## src/rtl/store_request_unit_pkg.sv

```systemverilog
// Shared store-side definitions: store-type encodings and the request FSM states.
package store_defs;

    // Store types as presented by the execute stage; encodings 101..111 are undefined.
    typedef enum logic [2:0] {
        ST_SW  = 3'b000,
        ST_SB  = 3'b001,
        ST_SH  = 3'b010,
        ST_SWL = 3'b011,
        ST_SWR = 3'b100
    } st_type_e;

    // Request FSM: idle, bus request pending, waiting for write completion.
    typedef enum logic [1:0] {
        S_IDLE = 2'b00,
        S_REQ  = 2'b01,
        S_WAIT = 2'b10
    } state_e;

endpackage

```

## src/rtl/store_request_unit_align.sv

```systemverilog
// Combinational lane mapping of a store: (type, byte offset, rt) -> (strobes, data, errors).
module store_align
    import store_defs::*;
(
    input  logic [2:0]  st_type,
    input  logic [1:0]  a,
    input  logic [31:0] rt,
    output logic [3:0]  wstrb,
    output logic [31:0] wdata,
    output logic        misaligned,
    output logic        type_bad
);

    // Little-endian byte-lane selection per store type and offset.
    always_comb begin
        wstrb      = '0;
        wdata      = '0;
        misaligned = 1'b0;
        type_bad   = 1'b0;
        case (st_type)
            ST_SW: begin
                wstrb      = 4'b1111;
                wdata      = rt;
                misaligned = (a != 2'b00);
            end
            ST_SB: begin
                wstrb = 4'b0001 << a;
                wdata = {4{rt[7:0]}};
            end
            ST_SH: begin
                wstrb      = a[1] ? 4'b1100 : 4'b0011;
                wdata      = {2{rt[15:0]}};
                misaligned = a[0];
            end
            ST_SWL: begin
                case (a)
                    2'd0:    begin wstrb = 4'b0001; wdata = {24'b0, rt[31:24]}; end
                    2'd1:    begin wstrb = 4'b0011; wdata = {16'b0, rt[31:16]}; end
                    2'd2:    begin wstrb = 4'b0111; wdata = {8'b0, rt[31:8]};   end
                    default: begin wstrb = 4'b1111; wdata = rt;                 end
                endcase
            end
            ST_SWR: begin
                case (a)
                    2'd0:    begin wstrb = 4'b1111; wdata = rt;                 end
                    2'd1:    begin wstrb = 4'b1110; wdata = {rt[23:0], 8'b0};   end
                    2'd2:    begin wstrb = 4'b1100; wdata = {rt[15:0], 16'b0};  end
                    default: begin wstrb = 4'b1000; wdata = {rt[7:0], 24'b0};   end
                endcase
            end
            default: begin
                type_bad = 1'b1;
            end
        endcase
    end

endmodule

```

## src/rtl/store_request_unit.sv

```systemverilog
// Store request unit: accepts one store, issues one word-aligned strobed write, one outstanding.
module store_request_unit
    import store_defs::*;
#(
    parameter int unsigned ADDR_W = 32
) (
    input  logic              clk,
    input  logic              resetn,
    input  logic              st_valid,
    output logic              st_ready,
    input  logic [2:0]        st_type,
    input  logic [ADDR_W-1:0] st_addr,
    input  logic [31:0]       st_rt_data,
    output logic              st_done,
    output logic              st_ades,
    output logic              data_req,
    output logic              data_wr,
    output logic [ADDR_W-1:0] data_addr,
    output logic [3:0]        data_wstrb,
    output logic [31:0]       data_wdata,
    input  logic              data_addr_ok,
    input  logic              data_data_ok
);

    state_e              state_q, state_d;
    logic [ADDR_W-3:0]   addr_q, addr_d;
    logic [3:0]          wstrb_q, wstrb_d;
    logic [31:0]         wdata_q, wdata_d;
    logic                done_q, done_d;
    logic                ades_q, ades_d;

    logic [3:0]          al_wstrb;
    logic [31:0]         al_wdata;
    logic                al_misaligned;
    logic                al_type_bad;

    store_align u_align (
        .st_type    (st_type),
        .a          (st_addr[1:0]),
        .rt         (st_rt_data),
        .wstrb      (al_wstrb),
        .wdata      (al_wdata),
        .misaligned (al_misaligned),
        .type_bad   (al_type_bad)
    );

    // Next-state and register updates; bus fields are captured only on a good accept.
    always_comb begin
        state_d = state_q;
        addr_d  = addr_q;
        wstrb_d = wstrb_q;
        wdata_d = wdata_q;
        done_d  = 1'b0;
        ades_d  = 1'b0;
        case (state_q)
            S_IDLE: begin
                if (st_valid) begin
                    if (al_misaligned || al_type_bad) begin
                        ades_d = 1'b1;
                    end else begin
                        addr_d  = st_addr[ADDR_W-1:2];
                        wstrb_d = al_wstrb;
                        wdata_d = al_wdata;
                        state_d = S_REQ;
                    end
                end
            end
            S_REQ: begin
                if (data_addr_ok) begin
                    state_d = S_WAIT;
                end
            end
            S_WAIT: begin
                if (data_data_ok) begin
                    done_d  = 1'b1;
                    state_d = S_IDLE;
                end
            end
            default: begin
                state_d = S_IDLE;
            end
        endcase
    end

    // State and captured-request registers with synchronous active-low reset.
    always_ff @(posedge clk) begin
        if (!resetn) begin
            state_q <= S_IDLE;
            addr_q  <= '0;
            wstrb_q <= '0;
            wdata_q <= '0;
            done_q  <= 1'b0;
            ades_q  <= 1'b0;
        end else begin
            state_q <= state_d;
            addr_q  <= addr_d;
            wstrb_q <= wstrb_d;
            wdata_q <= wdata_d;
            done_q  <= done_d;
            ades_q  <= ades_d;
        end
    end

    assign st_ready   = (state_q == S_IDLE);
    assign data_req   = (state_q == S_REQ);
    assign data_wr    = data_req;
    assign data_addr  = {addr_q, 2'b00};
    assign data_wstrb = wstrb_q;
    assign data_wdata = wdata_q;
    assign st_done    = done_q;
    assign st_ades    = ades_q;

endmodule

```

## config.mk

```make
export PLATFORM = sky130hd
export DESIGN_NAME = store_request_unit
export DESIGN_NICKNAME = d
export VERILOG_FILES = /design/src/rtl/store_request_unit_pkg.sv /design/src/rtl/store_request_unit_align.sv /design/src/rtl/store_request_unit.sv
export SDC_FILE = /design/constraint.sdc
export NUM_CORES = 1
export LEC_CHECK = 0
export ABC_AREA = 0
export ABC_CLOCK_PERIOD_IN_PS = 1870
export BUFFER_PORTS_ARGS = -buffer_cell sky130_fd_sc_hd__buf_4
export CORE_ASPECT_RATIO = 1.2
export CORE_UTILIZATION = 40
export DETAILED_ROUTE_END_ITERATION = 12
export MAX_ROUTING_LAYER = met4
export PLACE_DENSITY = 0.68
export SLEW_MARGIN = 20
export SYNTH_ARGS = -nofsm -noshare
export SYNTH_HDL_FRONTEND = slang
export SYNTH_SLANG_ARGS = --single-unit
```

## constraint.sdc

```tcl
create_clock -name clk -period 1.87 [get_ports clk]
set_input_delay 0.187 -clock clk [delete_from_list [all_inputs] [get_ports clk]]
set_output_delay 0.187 -clock clk [all_outputs]
set_load 0.03 [all_outputs]
```

==> results.json <==
{
  "std_cell_rows": 38,
  "area.growth.synth_to_final_pct": 36.5,
  "avgRoutedWirePerCell_um": 16.9,
  "post-cts-setup-buffers": 0,
  "fraction_of_final_layout_cells_sized_beyond_drive_strength_1_pct": 34.6,
  "setup.worst_path.end_class": "flip-flop",
  "post-layout-total-power_mw": 4.02,
  "worst_ep_required_time_ns": 2.10,
  "detail_route.iter0.violations": 281,
  "nets": 645,
  "power_frac_clock_pct": 31.3,
  "startpoint_kind_of_the_worst_setup_timing_path": "flip-flop",
  "die_width_um": 89.9,
  "detail_route.wirelength.met1_mm": 4.86,
  "effective_utilization_at_floorplan_pct": 41.0,
  "worst-path-max-fanout": 60,
  "power_density_nw_per_um2": 795,
  "min_period_ns": 1.60,
  "fill_cell_count": 865,
  "synth_ff_type": "sky130_fd_sc_hd__dfxtp_1",
  "hold_viol": 0,
  "power.switching_mw": 1.31,
  "final_cell_mix": "sky130_fd_sc_hd__buf_4 (161), sky130_fd_sc_hd__nand2_1 (72), sky130_fd_sc_hd__dfxtp_1 (70)",
  "core-area_um2": 9030,
  "met3WireLength_um": 981,
  "cts.sink_count": 70,
  "rsz0062_at_grt": "false",
  "cts_max_path_buffers": 2,
  "cts.htree.levels": 3,
  "irDropWorstVdd_mv": 0.432,
  "netlist_area_um2": 3700,
  "die_height_um": 107,
  "number_of_buffers_inserted_for_hold_repair_after_clock_tree_synthesis": 0,
  "sum_of_net_half_perimeters_after_detailed_placement_mm": 8.49,
  "highest_clock_rate_ghz": 0.625,
  "critical_path_cell_list": "nor2_1, and2_1, and3_2, buf_12, o21ai_0, o211a_1",
  "cap_viol_max_count": 0,
  "critical_path_arrival_ns": 1.83,
  "power_leakage_nw": 2.17,
  "yosys_register_bits": 70,
  "place.detailed.instances": 682,
  "floorplan.io_pins": 145,
  "non_filler_cell_area_final_um2": 5060,
  "postSynth.asyncResetShare_pct": 0,
  "port-buffer-count": 142,
  "clk_transition_reported_paths_ns": 0.07,
  "yosysSeqAreaShare_pct": 37.8,
  "outcome": "finished clean",
  "synth_enable_flop_cells": 0,
  "final_critical_path_setup_slack_ns": 0.270,
  "drtPass1Iterations": 6,
  "design.die.area_um2": 9650,
  "worstMarginPinSlew_ns": 0.576,
  "holdCritPathClass": "in -> reg",
  "track_usage_pct": 25.0,
  "worst_path_largest_cell_delay_ns": 0.34,
  "switching_share_pct": 32.5,
  "top_layer_used": "met4",
  "finalCritPeriodShare_pct": 85.6,
  "most_common_cell_after_layout_fill_and_taps_aside": "sky130_fd_sc_hd__buf_4",
  "route.antenna.remaining_nets": 0,
  "power_frac_comb_pct": 27.3,
  "critical_path.slowest_cell": "sky130_fd_sc_hd__dfxtp_1",
  "cts_tree": "yes",
  "synth_cells": 440,
  "clk-insertion-delay-late_ns": 0.35,
  "final_antenna_diode_count": 0,
  "synthDistinctLibCells": 49,
  "ctsResizeCount": 0,
  "grt_pass1_wl_mm": 18.7,
  "layout.cells.non_filler": 698,
  "criticalPathCategory": "reg -> reg",
  "cts_root_buf": "sky130_fd_sc_hd__clkbuf_8",
  "seq_power_share_pct": 41.3,
  "max_slew_margin_pct": 61.6,
  "number_of_antenna_violations_at_the_first_check_in_global_routing": 0,
  "skew_final_ns": 0.0127,
  "route.detailed.vias_per_inst": 5.59,
  "route.detailed.drc": 0,
  "setup_viol": 0,
  "dr_total_vias": 3899,
  "final_wl_mm": 11.8,
  "post_dp_cell_area_um2": 4850,
  "finalMaxSlewViolations": 0,
  "met2_wirelength_mm": 5.71,
  "gp_routability_congestion": 0.900,
  "internal_power_summed_over_all_cells_mw": 2.71,
  "grt_pass1_vias": 3609,
  "grt-ovfl-total": 0,
  "synth_area_per_cell_um2": 8.42,
  "dp_worst_setup_slack_ns": 0.148,
  "ys_warn_count": 0,
  "grt_max_degree": 71,
  "timing.setup.tns_ns": 0,
  "cts-buffers-inserted": 9
}
power groups by stage:
stage	combinational (mW)	clock, mW	sequential [mW]
6_report	1.10	1.26	1.66
5_1_grt	1.17	1.38	1.67
3_3_place_gp	1.09	0	1.69
4_1_cts	1.10	1.30	1.66
3_5_place_dp	1.09	0	1.69
2_1_floorplan	0.457	0	1.89
flip-flops by register name (all words and copies together) (netlist names):
| register | count |
|---|---|
| data_wstrb | 4 |
| state_q | 2 |
| st_done | 1 |
| st_ades | 1 |
| data_wdata | 32 |
| addr_q | 30 |
cells in the mapped netlist (5+ instances only):
library cell / instances / share of area [%]
sky130_fd_sc_hd__a21boi_0: 17 / 3.4
sky130_fd_sc_hd__a21boi_1: 13 / 2.6
sky130_fd_sc_hd__a21oi_1: 43 / 5.8
sky130_fd_sc_hd__a221oi_1: 23 / 5.4
sky130_fd_sc_hd__a22o_1: 6 / 1.4
sky130_fd_sc_hd__a22oi_1: 9 / 1.8
sky130_fd_sc_hd__a31oi_1: 5 / 0.84
sky130_fd_sc_hd__buf_2: 14 / 1.9
sky130_fd_sc_hd__buf_4: 10 / 2.0
sky130_fd_sc_hd__buf_6: 6 / 1.8
sky130_fd_sc_hd__clkbuf_1: 12 / 1.2
sky130_fd_sc_hd__dfxtp_1: 70 / 38
sky130_fd_sc_hd__mux2i_1: 6 / 1.6
sky130_fd_sc_hd__mux4_2: 6 / 3.6
sky130_fd_sc_hd__nand2_1: 72 / 7.3
sky130_fd_sc_hd__nor2_1: 28 / 2.8
sky130_fd_sc_hd__nor2b_1: 9 / 1.5
sky130_fd_sc_hd__o21ai_0: 39 / 5.3
sky130_fd_sc_hd__o22ai_1: 5 / 0.84
cell families after synthesis:
logic type,synth area share (%)
compound gates,32.7
fa+ha+maj,0.270
buf+inv,7.36
flops,37.8
mux,6.48
other cells,0.101
simple gates,15.3
routing by layer:
metal | GRT usage [%] | vias up
met5 | - | -
met4 | 8.76 | 0
met3 | 4.66 | 34
met2 | 41.6 | 233
met1 | 30.6 | 1762
li1 | - | 1870
cell type report:
cell class / instances / area (µm²) / share of cell area [%]
Clock buffer: 10 / 138 / 2.72
Clock inverter: 6 / 67.6 / 1.34
Inverter: 4 / 15.0 / 0.297
Multi-Input combinational cell: 325 / 2040 / 40.3
Sequential cell: 70 / 1400 / 27.7
Tap cell: 120 / 150 / 2.97
Timing Repair Buffer: 163 / 1250 / 24.7
worst max-delay path, delay by kind of cell, from the launching register on:
family          cells  cell delay (ns)
compound gates      2             0.28
buf+inv             1             0.23
flops               1             0.34
simple gates        3             0.60
through the flow:
| stage | hold WS (ns) | utilization (%) |
|---|---|---|
| 3_5_place_dp | 0.422 | 53.7 |
| 6_report | 0.0733 | 56.0 |
| 5_1_grt | 0.0637 | 56.0 |
| 4_1_cts | 0.0603 | 56.0 |
| 3_3_place_gp | 0.420 | 53.7 |
| 2_1_floorplan | 0.301 | - |
worst paths after layout:
kind | from | endpoint | slack [ns] | depth (start not counted)
hold / removal | data_data_ok | st_done | 0.07 | 3
setup reg to reg | state_q[1] | data_wstrb[3] | 0.27 | 6
setup / recovery | state_q[1] | data_wstrb[3] | 0.27 | 6
hold reg to reg | addr_q[2] | addr_q[2] | 0.46 | 2
Note: power is estimated with default switching activity, not from simulation.
